<file path="config.mk">
export PLATFORM = sky130hd
export DESIGN_NAME = image_pattern_gen
export DESIGN_NICKNAME = d
export VERILOG_FILES = /design/src/rtl/video_pkg.sv /design/src/rtl/image_pattern_pixel.sv /design/src/rtl/image_pattern_gen.sv
export SDC_FILE = /design/constraint.sdc
export NUM_CORES = 1
export LEC_CHECK = 0
export CELL_PAD_IN_SITES_DETAIL_PLACEMENT = 1
export CELL_PAD_IN_SITES_GLOBAL_PLACEMENT = 1
export CORE_MARGIN = 3
export CORE_UTILIZATION = 42
export DETAILED_ROUTE_END_ITERATION = 6
export PLACE_DENSITY_LB_ADDON = 0.3
export RECOVER_POWER = 100
export SETUP_SLACK_MARGIN = 0.4
export SYNTH_ARGS = -nofsm -noshare
export SYNTH_HDL_FRONTEND = slang
export SYNTH_SLANG_ARGS = --single-unit
export TNS_END_PERCENT = 50
</file>
<file path="constraint.sdc">
create_clock -name clk -period 3.05 [get_ports clk]
set_input_delay 0.61 -clock clk [delete_from_list [all_inputs] [get_ports clk]]
set_output_delay 0.61 -clock clk [all_outputs]
set_load 0.005 [all_outputs]
</file>
<file path="src/rtl/video_pkg.sv">
// Shared definitions for the streaming test-pattern source: mode encoding,
// FSM state type, colour-bar table and a helper that expands a 3-bit
// {R,G,B} on/off mask into a packed pixel.
package video_pkg;

    localparam logic [1:0] MODE_SOLID = 2'd0;
    localparam logic [1:0] MODE_BARS  = 2'd1;
    localparam logic [1:0] MODE_CHECK = 2'd2;
    localparam logic [1:0] MODE_GRAD  = 2'd3;

    // Widest pixel pack_rgb can build; callers truncate to their PIX_W.
    localparam int PIX_MAX = 96;

    typedef enum logic {
        ST_IDLE = 1'b0,
        ST_RUN  = 1'b1
    } gen_state_e;

    // Colour bars indexed by bar number 0..7, each entry a {R,G,B} mask:
    // white, yellow, cyan, green, magenta, red, blue, black.
    localparam logic [7:0][2:0] BAR_RGB = {
        3'b000, 3'b001, 3'b100, 3'b101, 3'b010, 3'b011, 3'b110, 3'b111
    };

    // Expand a {R,G,B} mask into channels of c bits each, R in the MSBs.
    function automatic logic [PIX_MAX-1:0] pack_rgb(input logic [2:0] mask,
                                                     input int unsigned c);
        logic [PIX_MAX-1:0] ch;
        ch = (PIX_MAX'(1) << c) - PIX_MAX'(1);
        return ((({PIX_MAX{mask[2]}} & ch) << (2 * c)) |
                (({PIX_MAX{mask[1]}} & ch) << c) |
                 ({PIX_MAX{mask[0]}} & ch));
    endfunction

endpackage

</file>
<file path="src/rtl/image_pattern_pixel.sv">
// Combinational pixel generator: maps a raster position plus the
// frame-start shadow values (mode, solid colour, frame number) to one
// packed RGB pixel.
module image_pattern_pixel
    import video_pkg::*;
#(
    parameter int H_ACTIVE   = 640,
    parameter int V_ACTIVE   = 480,
    parameter int PIX_W      = 24,
    parameter int CHECK_LOG2 = 3,
    parameter int XW         = 10,
    parameter int YW         = 9
) (
    input  logic [XW-1:0]    x,
    input  logic [YW-1:0]    y,
    input  logic [1:0]       mode,
    input  logic [PIX_W-1:0] solid,
    input  logic [15:0]      frame,
    output logic [PIX_W-1:0] pix
);

    localparam int C = PIX_W / 3;

    logic [XW+2:0] bar_prod;
    logic [2:0]    bar;
    logic          chk_par;

    // Select the pattern; the bar product is carried at x width + 3 bits
    // so x*8 cannot overflow before the divide.
    always_comb begin
        bar_prod = {x, 3'b000};
        bar      = 3'(bar_prod / (XW+3)'(H_ACTIVE));
        chk_par  = 1'(x >> CHECK_LOG2) ^ 1'(y >> CHECK_LOG2);
        case (mode)
            MODE_SOLID: pix = solid;
            MODE_BARS:  pix = PIX_W'(pack_rgb(BAR_RGB[bar], C));
            MODE_CHECK: pix = PIX_W'(pack_rgb(chk_par ? 3'b000 : 3'b111, C));
            default:    pix = {C'(x), C'(y), C'(frame)};
        endcase
    end

endmodule

</file>
<file path="src/rtl/image_pattern_gen.sv">
// Streaming test-pattern source: emits H_ACTIVE x V_ACTIVE frames in raster
// order over valid/ready with SOF/EOL markers. Mode and solid colour are
// captured at every frame start so a frame never mixes patterns.
module image_pattern_gen
    import video_pkg::*;
#(
    parameter int H_ACTIVE   = 640,
    parameter int V_ACTIVE   = 480,
    parameter int PIX_W      = 24,
    parameter int CHECK_LOG2 = 3
) (
    input  logic             clk,
    input  logic             rst_n,
    input  logic             enable,
    input  logic [1:0]       mode,
    input  logic [PIX_W-1:0] solid_rgb,
    output logic             m_valid,
    input  logic             m_ready,
    output logic [PIX_W-1:0] m_data,
    output logic             m_sof,
    output logic             m_eol,
    output logic [15:0]      frame_cnt
);

    localparam int XW = (H_ACTIVE > 1) ? $clog2(H_ACTIVE) : 1;
    localparam int YW = (V_ACTIVE > 1) ? $clog2(V_ACTIVE) : 1;
    localparam logic [XW-1:0] X_LAST = XW'(H_ACTIVE - 1);
    localparam logic [YW-1:0] Y_LAST = YW'(V_ACTIVE - 1);

    gen_state_e       state, state_nxt;
    logic [XW-1:0]    x, x_adv, px;
    logic [YW-1:0]    y, y_adv, py;
    logic [1:0]       mode_sh, mode_n;
    logic [PIX_W-1:0] solid_sh, solid_n, pix;
    logic [15:0]      frm_sh, frm_n, cnt_n;
    logic             fire, frame_last, frame_start, go_idle, load;

    // State register.
    always_ff @(posedge clk or negedge rst_n) begin
        if (!rst_n) state <= ST_IDLE;
        else        state <= state_nxt;
    end

    // Next state: start on enable, fall back to idle only at a frame end.
    always_comb begin
        state_nxt = state;
        case (state)
            ST_IDLE: if (enable)  state_nxt = ST_RUN;
            ST_RUN:  if (go_idle) state_nxt = ST_IDLE;
            default: state_nxt = ST_IDLE;
        endcase
    end

    // Beat decode and next-pixel selection. (x,y) is the position of the
    // pixel currently on the bus; (px,py) is the one to register next.
    always_comb begin
        fire        = m_valid & m_ready;
        frame_last  = fire && (x == X_LAST) && (y == Y_LAST);
        frame_start = enable && ((state == ST_IDLE) || frame_last);
        go_idle     = frame_last && !enable;
        load        = frame_start || fire;
        x_adv       = (x == X_LAST) ? '0 : x + XW'(1);
        y_adv       = (x == X_LAST) ? ((y == Y_LAST) ? '0 : y + YW'(1)) : y;
        px          = fire ? x_adv : x;
        py          = fire ? y_adv : y;
        cnt_n       = frame_last ? frame_cnt + 16'd1 : frame_cnt;
        mode_n      = frame_start ? mode      : mode_sh;
        solid_n     = frame_start ? solid_rgb : solid_sh;
        frm_n       = frame_start ? cnt_n     : frm_sh;
    end

    image_pattern_pixel #(
        .H_ACTIVE  (H_ACTIVE),
        .V_ACTIVE  (V_ACTIVE),
        .PIX_W     (PIX_W),
        .CHECK_LOG2(CHECK_LOG2),
        .XW        (XW),
        .YW        (YW)
    ) u_pixel (
        .x    (px),
        .y    (py),
        .mode (mode_n),
        .solid(solid_n),
        .frame(frm_n),
        .pix  (pix)
    );

    // Counters, shadow registers and output registers; outputs only move
    // on a frame start or an accepted beat, so a stall holds them.
    always_ff @(posedge clk or negedge rst_n) begin
        if (!rst_n) begin
            x         <= '0;
            y         <= '0;
            frame_cnt <= '0;
            mode_sh   <= MODE_SOLID;
            solid_sh  <= '0;
            frm_sh    <= '0;
            m_valid   <= 1'b0;
            m_data    <= '0;
            m_sof     <= 1'b0;
            m_eol     <= 1'b0;
        end else begin
            if (fire) begin
                x <= x_adv;
                y <= y_adv;
            end
            if (frame_last) frame_cnt <= cnt_n;
            if (frame_start) begin
                mode_sh  <= mode;
                solid_sh <= solid_rgb;
                frm_sh   <= cnt_n;
            end
            if (frame_start)  m_valid <= 1'b1;
            else if (go_idle) m_valid <= 1'b0;
            if (go_idle) begin
                m_sof <= 1'b0;
                m_eol <= 1'b0;
            end else if (load) begin
                m_data <= pix;
                m_sof  <= (px == '0) && (py == '0);
                m_eol  <= (px == X_LAST);
            end
        end
    end

endmodule

</file>
==> flow_summary.rst <==
.. list-table::
   :header-rows: 1

   * - Metric
     - Value
   * - Sequential fraction of the synthesis area
     - 49.13%
   * - Post-DRT Antenna Nets
     - 0
   * - Count of input and output buffers
     - 72
   * - Initial drt markers
     - 604
   * - Post-synth top area cell
     - sky130_fd_sc_hd__dfrtp_1
   * - Transition time of the tightest slew-check pin
     - 2.096 ns
   * - Cell seen most often among critical-path stages
     - sky130_fd_sc_hd__o21ai_0
   * - Unrepaired setup endpoints after global routing
     - true
   * - Startpoint type of the worst setup path
     - flip-flop
   * - Final TNS setup
     - -0.3272 ns
   * - Total routed wirelength
     - 25,860 µm
   * - YS warnings
     - 0
   * - Post-synthesis async set-or-reset flop share
     - 100.0%
   * - Final instance count without filler cells
     - 841
   * - Final critical-path required period
     - 3.354 ns
   * - Result of the run
     - finished, violations left
   * - Netlist Area Pre-Place
     - 0.004941 mm²
   * - Crit path capture type
     - flip-flop
   * - Gr usage total
     - 33.09%
   * - Achievable clock frequency
     - 298.1 MHz
   * - CP max FO
     - 5
   * - CP Cell Sequence
     - ha_4 > nand4_4 > buf_6 > nor4b_4 > clkbuf_1 > o21ai_0 > nand2_1 > o21ai_0 > nor4_1 > nand3_1 > o21ai_2
   * - Critical-path top delay cell
     - sky130_fd_sc_hd__nor4_1
   * - Mean instance size in the synthesized netlist
     - 9.520 µm²
   * - Violations in the final reports
     - capacitance limit, slew limit, setup timing
   * - Cts bufs inserted
     - 9
   * - HP Class
     - flip-flop to flip-flop
   * - CTS Buffer Depth
     - 2
   * - Placement row count
     - 38
   * - Die X
     - 114.5 µm
   * - Peak supply drop
     - 0.6341 mV
   * - Number of design rule violations left after detail routing
     - 0
   * - Initial antenna violation count
     - 0
   * - Pin count of the biggest net entering global routing
     - 66
   * - NumNets Final
     - 729
   * - Number of buffers and inverters on the critical path
     - 2
   * - Setup Crit Path Kind
     - flip-flop to flip-flop
   * - Top-count cell post-synth
     - sky130_fd_sc_hd__nand2_1
   * - Worst stage delay on the critical path
     - 0.68 ns
   * - Post-detailed-route wirelength per cell
     - 30.75 µm
   * - Number of distinct standard cells referenced by the synthesized netlist
     - 66
   * - Top cell types by occurrence after synthesis
     - sky130_fd_sc_hd__nand2_1, sky130_fd_sc_hd__dfrtp_1, sky130_fd_sc_hd__a21oi_1, sky130_fd_sc_hd__nor2_1, sky130_fd_sc_hd__o21ai_0
   * - Number of sinks driven by the clock tree
     - 97
   * - Clock H-tree levels
     - 3
   * - Yosys top cell area share
     - 49.13%
   * - Worst slack at placement
     - -0.4970 ns
   * - Via count of the first global-routing pass
     - 5,775
   * - Clock-pin transition on the worst setup and hold timing paths
     - 0.08 ns
   * - First-pass GRT wire length
     - 33,100 µm
   * - Number of setup violations in the final report
     - 3
   * - Final Power
     - 3.628 mW
   * - Global placement routability congestion
     - 0.9000
   * - EDFF count, synth
     - 0
   * - Tcrit/Tclk final
     - 110.0%
   * - Relative max-transition margin
     - -39.71%
   * - PD cells
     - 487.9 mW/mm²
   * - Core box area
     - 0.01117 mm²
   * - Final setup skew
     - 0.01846 ns
   * - Syn nets
     - 552
   * - Synth Flop Type
     - sky130_fd_sc_hd__dfrtp_1
   * - Initial standard-cell utilization of the core
     - 44.22%
   * - Number of instances in the placed design
     - 790
   * - Global route overflow
     - 0
   * - Via count
     - 5,597
   * - Max Slew Vio Count
     - 33
   * - Fraction of final layout cells with drive strength greater than 1
     - 31.81%
   * - Number of iterations in the first detailed-routing pass
     - 5
   * - Layout area overhead
     - 50.52%
   * - Min setup slack post-route
     - -0.3042 ns
   * - Sequential cell area
     - 0.002434 mm²
   * - Dpl hpwl
     - 12,400 µm
   * - Total die area
     - 0.01310 mm²
   * - Antenna Diode Count
     - 0
   * - Gate count after technology mapping
     - 519
   * - Via-to-Cell Ratio
     - 6.655
   * - Count of maximum capacitance violations
     - 1
   * - Required time reported for the critical path endpoint
     - 3.33 ns
   * - Static Leak
     - 3.245 nW
   * - CTS tree
     - built
   * - Number of synthesized register bits
     - 97
   * - Height of the chip
     - 114.5 µm
   * - Gate family responsible for the most delay along the worst path
     - simple AND/OR/NAND/NOR gates
   * - Synth top area cells
     - sky130_fd_sc_hd__dfrtp_1, sky130_fd_sc_hd__nand2_1, sky130_fd_sc_hd__a21oi_1
   * - Final hold viol count
     - 0
   * - Cell at the root of the clock tree
     - sky130_fd_sc_hd__clkbuf_16
   * - Number of primary I/O pins
     - 73
   * - Insertion delay of the later-clocked pin in the worst-skew pair
     - 0.37 ns
   * - Multi-input gate area
     - 0.002846 mm²
   * - CP arrival
     - 3.64 ns
   * - Number of filler cells placed in the layout
     - 1,161
[path summary, 6_finish.rpt]
path / start / slack (ns) / cells after the start / to
min in group asynchronous: rst_n / 0.84 / 1 / m_data[3]
hold / removal: frame_cnt[15] / 0.48 / 1 / frame_cnt[15]
max in group asynchronous: rst_n / 0.86 / 1 / x[9]
setup reg to reg: y[0] / -0.30 / 11 / m_sof
hold reg to reg: frame_cnt[15] / 0.48 / 1 / frame_cnt[15]
setup / recovery: y[0] / -0.30 / 11 / m_sof
[layout make-up]
| type | instances | area share, % |
|---|---|---|
| inverters | 11 | 0.5552 |
| well taps | 140 | 2.355 |
| clock inverters | 7 | 0.8917 |
| flip-flops and latches | 97 | 32.72 |
| multi-input cells | 389 | 38.27 |
| repair buffers | 188 | 22.17 |
| clock buffers | 9 | 3.028 |
[flip-flops by register name, indices dropped and copies added, names as in the netlist]
signal     flops
frame_cnt     16
frm_sh         8
m_data        24
m_eol          1
m_sof          1
m_valid        1
mode_sh        2
solid_sh      24
state          1
x             10
y              9
[metal layers]
metal | global-route usage [%] | routed length, µm | share of wire [%] | up-vias
li1 | - | - | - | 2216
met1 | 39.33 | 9321 | 36 | 2796
met2 | 56.66 | 12530 | 48 | 434
met3 | 6.448 | 2144 | 8.3 | 151
met4 | 17.10 | 1866 | 7.2 | 0
met5 | 0 | 0 | 0 | -
[report_power, final]
| part | internal, mW | switching (mW) |
|---|---|---|
| sequential | 1.42 | 0.142 |
| combinational | 0.403 | 0.493 |
| clock | 0.571 | 0.596 |
| total | 2.40 | 1.23 |
[kinds of logic after synthesis]
kind of cell	share of synthesized area, %
simple gates	21.83
compound gates	17.19
flops	49.13
buf+inv	3.165
xor+xnor	4.786
mux	2.937
fa+ha+maj	0.9624
[what timing repair did]
item	4_1_cts	5_1_grt
setup endpoints to repair	42	26
gates resized for setup	85	31
hold buffers	0	0
pin swaps	32	21
setup buffers	18	17
[layout by cell type, fill, tap and decap left out, types with 3 or more instances in the layout]
| master | netlist | routed |
|---|---|---|
| sky130_fd_sc_hd__o22ai_1 | 16 | 16 |
| sky130_fd_sc_hd__xnor2_1 | 19 | 17 |
| sky130_fd_sc_hd__nand2_1 | 106 | 105 |
| sky130_fd_sc_hd__o31ai_1 | 10 | 4 |
| sky130_fd_sc_hd__nor2b_4 | 1 | 6 |
| sky130_fd_sc_hd__nand4_1 | 6 | 6 |
| sky130_fd_sc_hd__clkbuf_16 | 0 | 9 |
| sky130_fd_sc_hd__nor2_4 | 1 | 3 |
| sky130_fd_sc_hd__o211ai_1 | 4 | 4 |
| sky130_fd_sc_hd__o21ai_0 | 21 | 15 |
| sky130_fd_sc_hd__nor2_2 | 1 | 8 |
| sky130_fd_sc_hd__a211oi_2 | 1 | 3 |
| sky130_fd_sc_hd__dlygate4sd3_1 | 0 | 43 |
| sky130_fd_sc_hd__clkbuf_1 | 8 | 6 |
| sky130_fd_sc_hd__inv_1 | 10 | 9 |
| sky130_fd_sc_hd__o21ai_1 | 3 | 7 |
| sky130_fd_sc_hd__nor2_1 | 26 | 17 |
| sky130_fd_sc_hd__mux2_2 | 12 | 12 |
| sky130_fd_sc_hd__or3_1 | 7 | 6 |
| sky130_fd_sc_hd__a21oi_2 | 0 | 5 |
| sky130_fd_sc_hd__dfrtp_2 | 0 | 5 |
| sky130_fd_sc_hd__a21oi_1 | 39 | 34 |
| sky130_fd_sc_hd__buf_12 | 0 | 4 |
| sky130_fd_sc_hd__dfrtp_1 | 97 | 92 |
| sky130_fd_sc_hd__o22a_1 | 6 | 6 |
| sky130_fd_sc_hd__nand3_1 | 18 | 18 |
| sky130_fd_sc_hd__clkdlybuf4s50_1 | 0 | 27 |
| sky130_fd_sc_hd__o31ai_4 | 0 | 6 |
| sky130_fd_sc_hd__nor3_1 | 11 | 8 |
| sky130_fd_sc_hd__buf_4 | 1 | 98 |
| sky130_fd_sc_hd__xor2_1 | 8 | 6 |
| sky130_fd_sc_hd__nor4_1 | 7 | 4 |
| sky130_fd_sc_hd__buf_6 | 2 | 9 |
| sky130_fd_sc_hd__and3_1 | 8 | 7 |
[metrics by stage]
stage	utilization [%]	hold WS [ns]	area, µm²
CTS	64.46	0.2194	7202
global placement	57.20	0.4576	6391
finish	66.56	0.4766	7437
detailed placement	57.20	0.4682	6391
global route	66.56	0.4881	7437
floorplan	-	0.3144	4952
(Power assumes the default switching activity.)
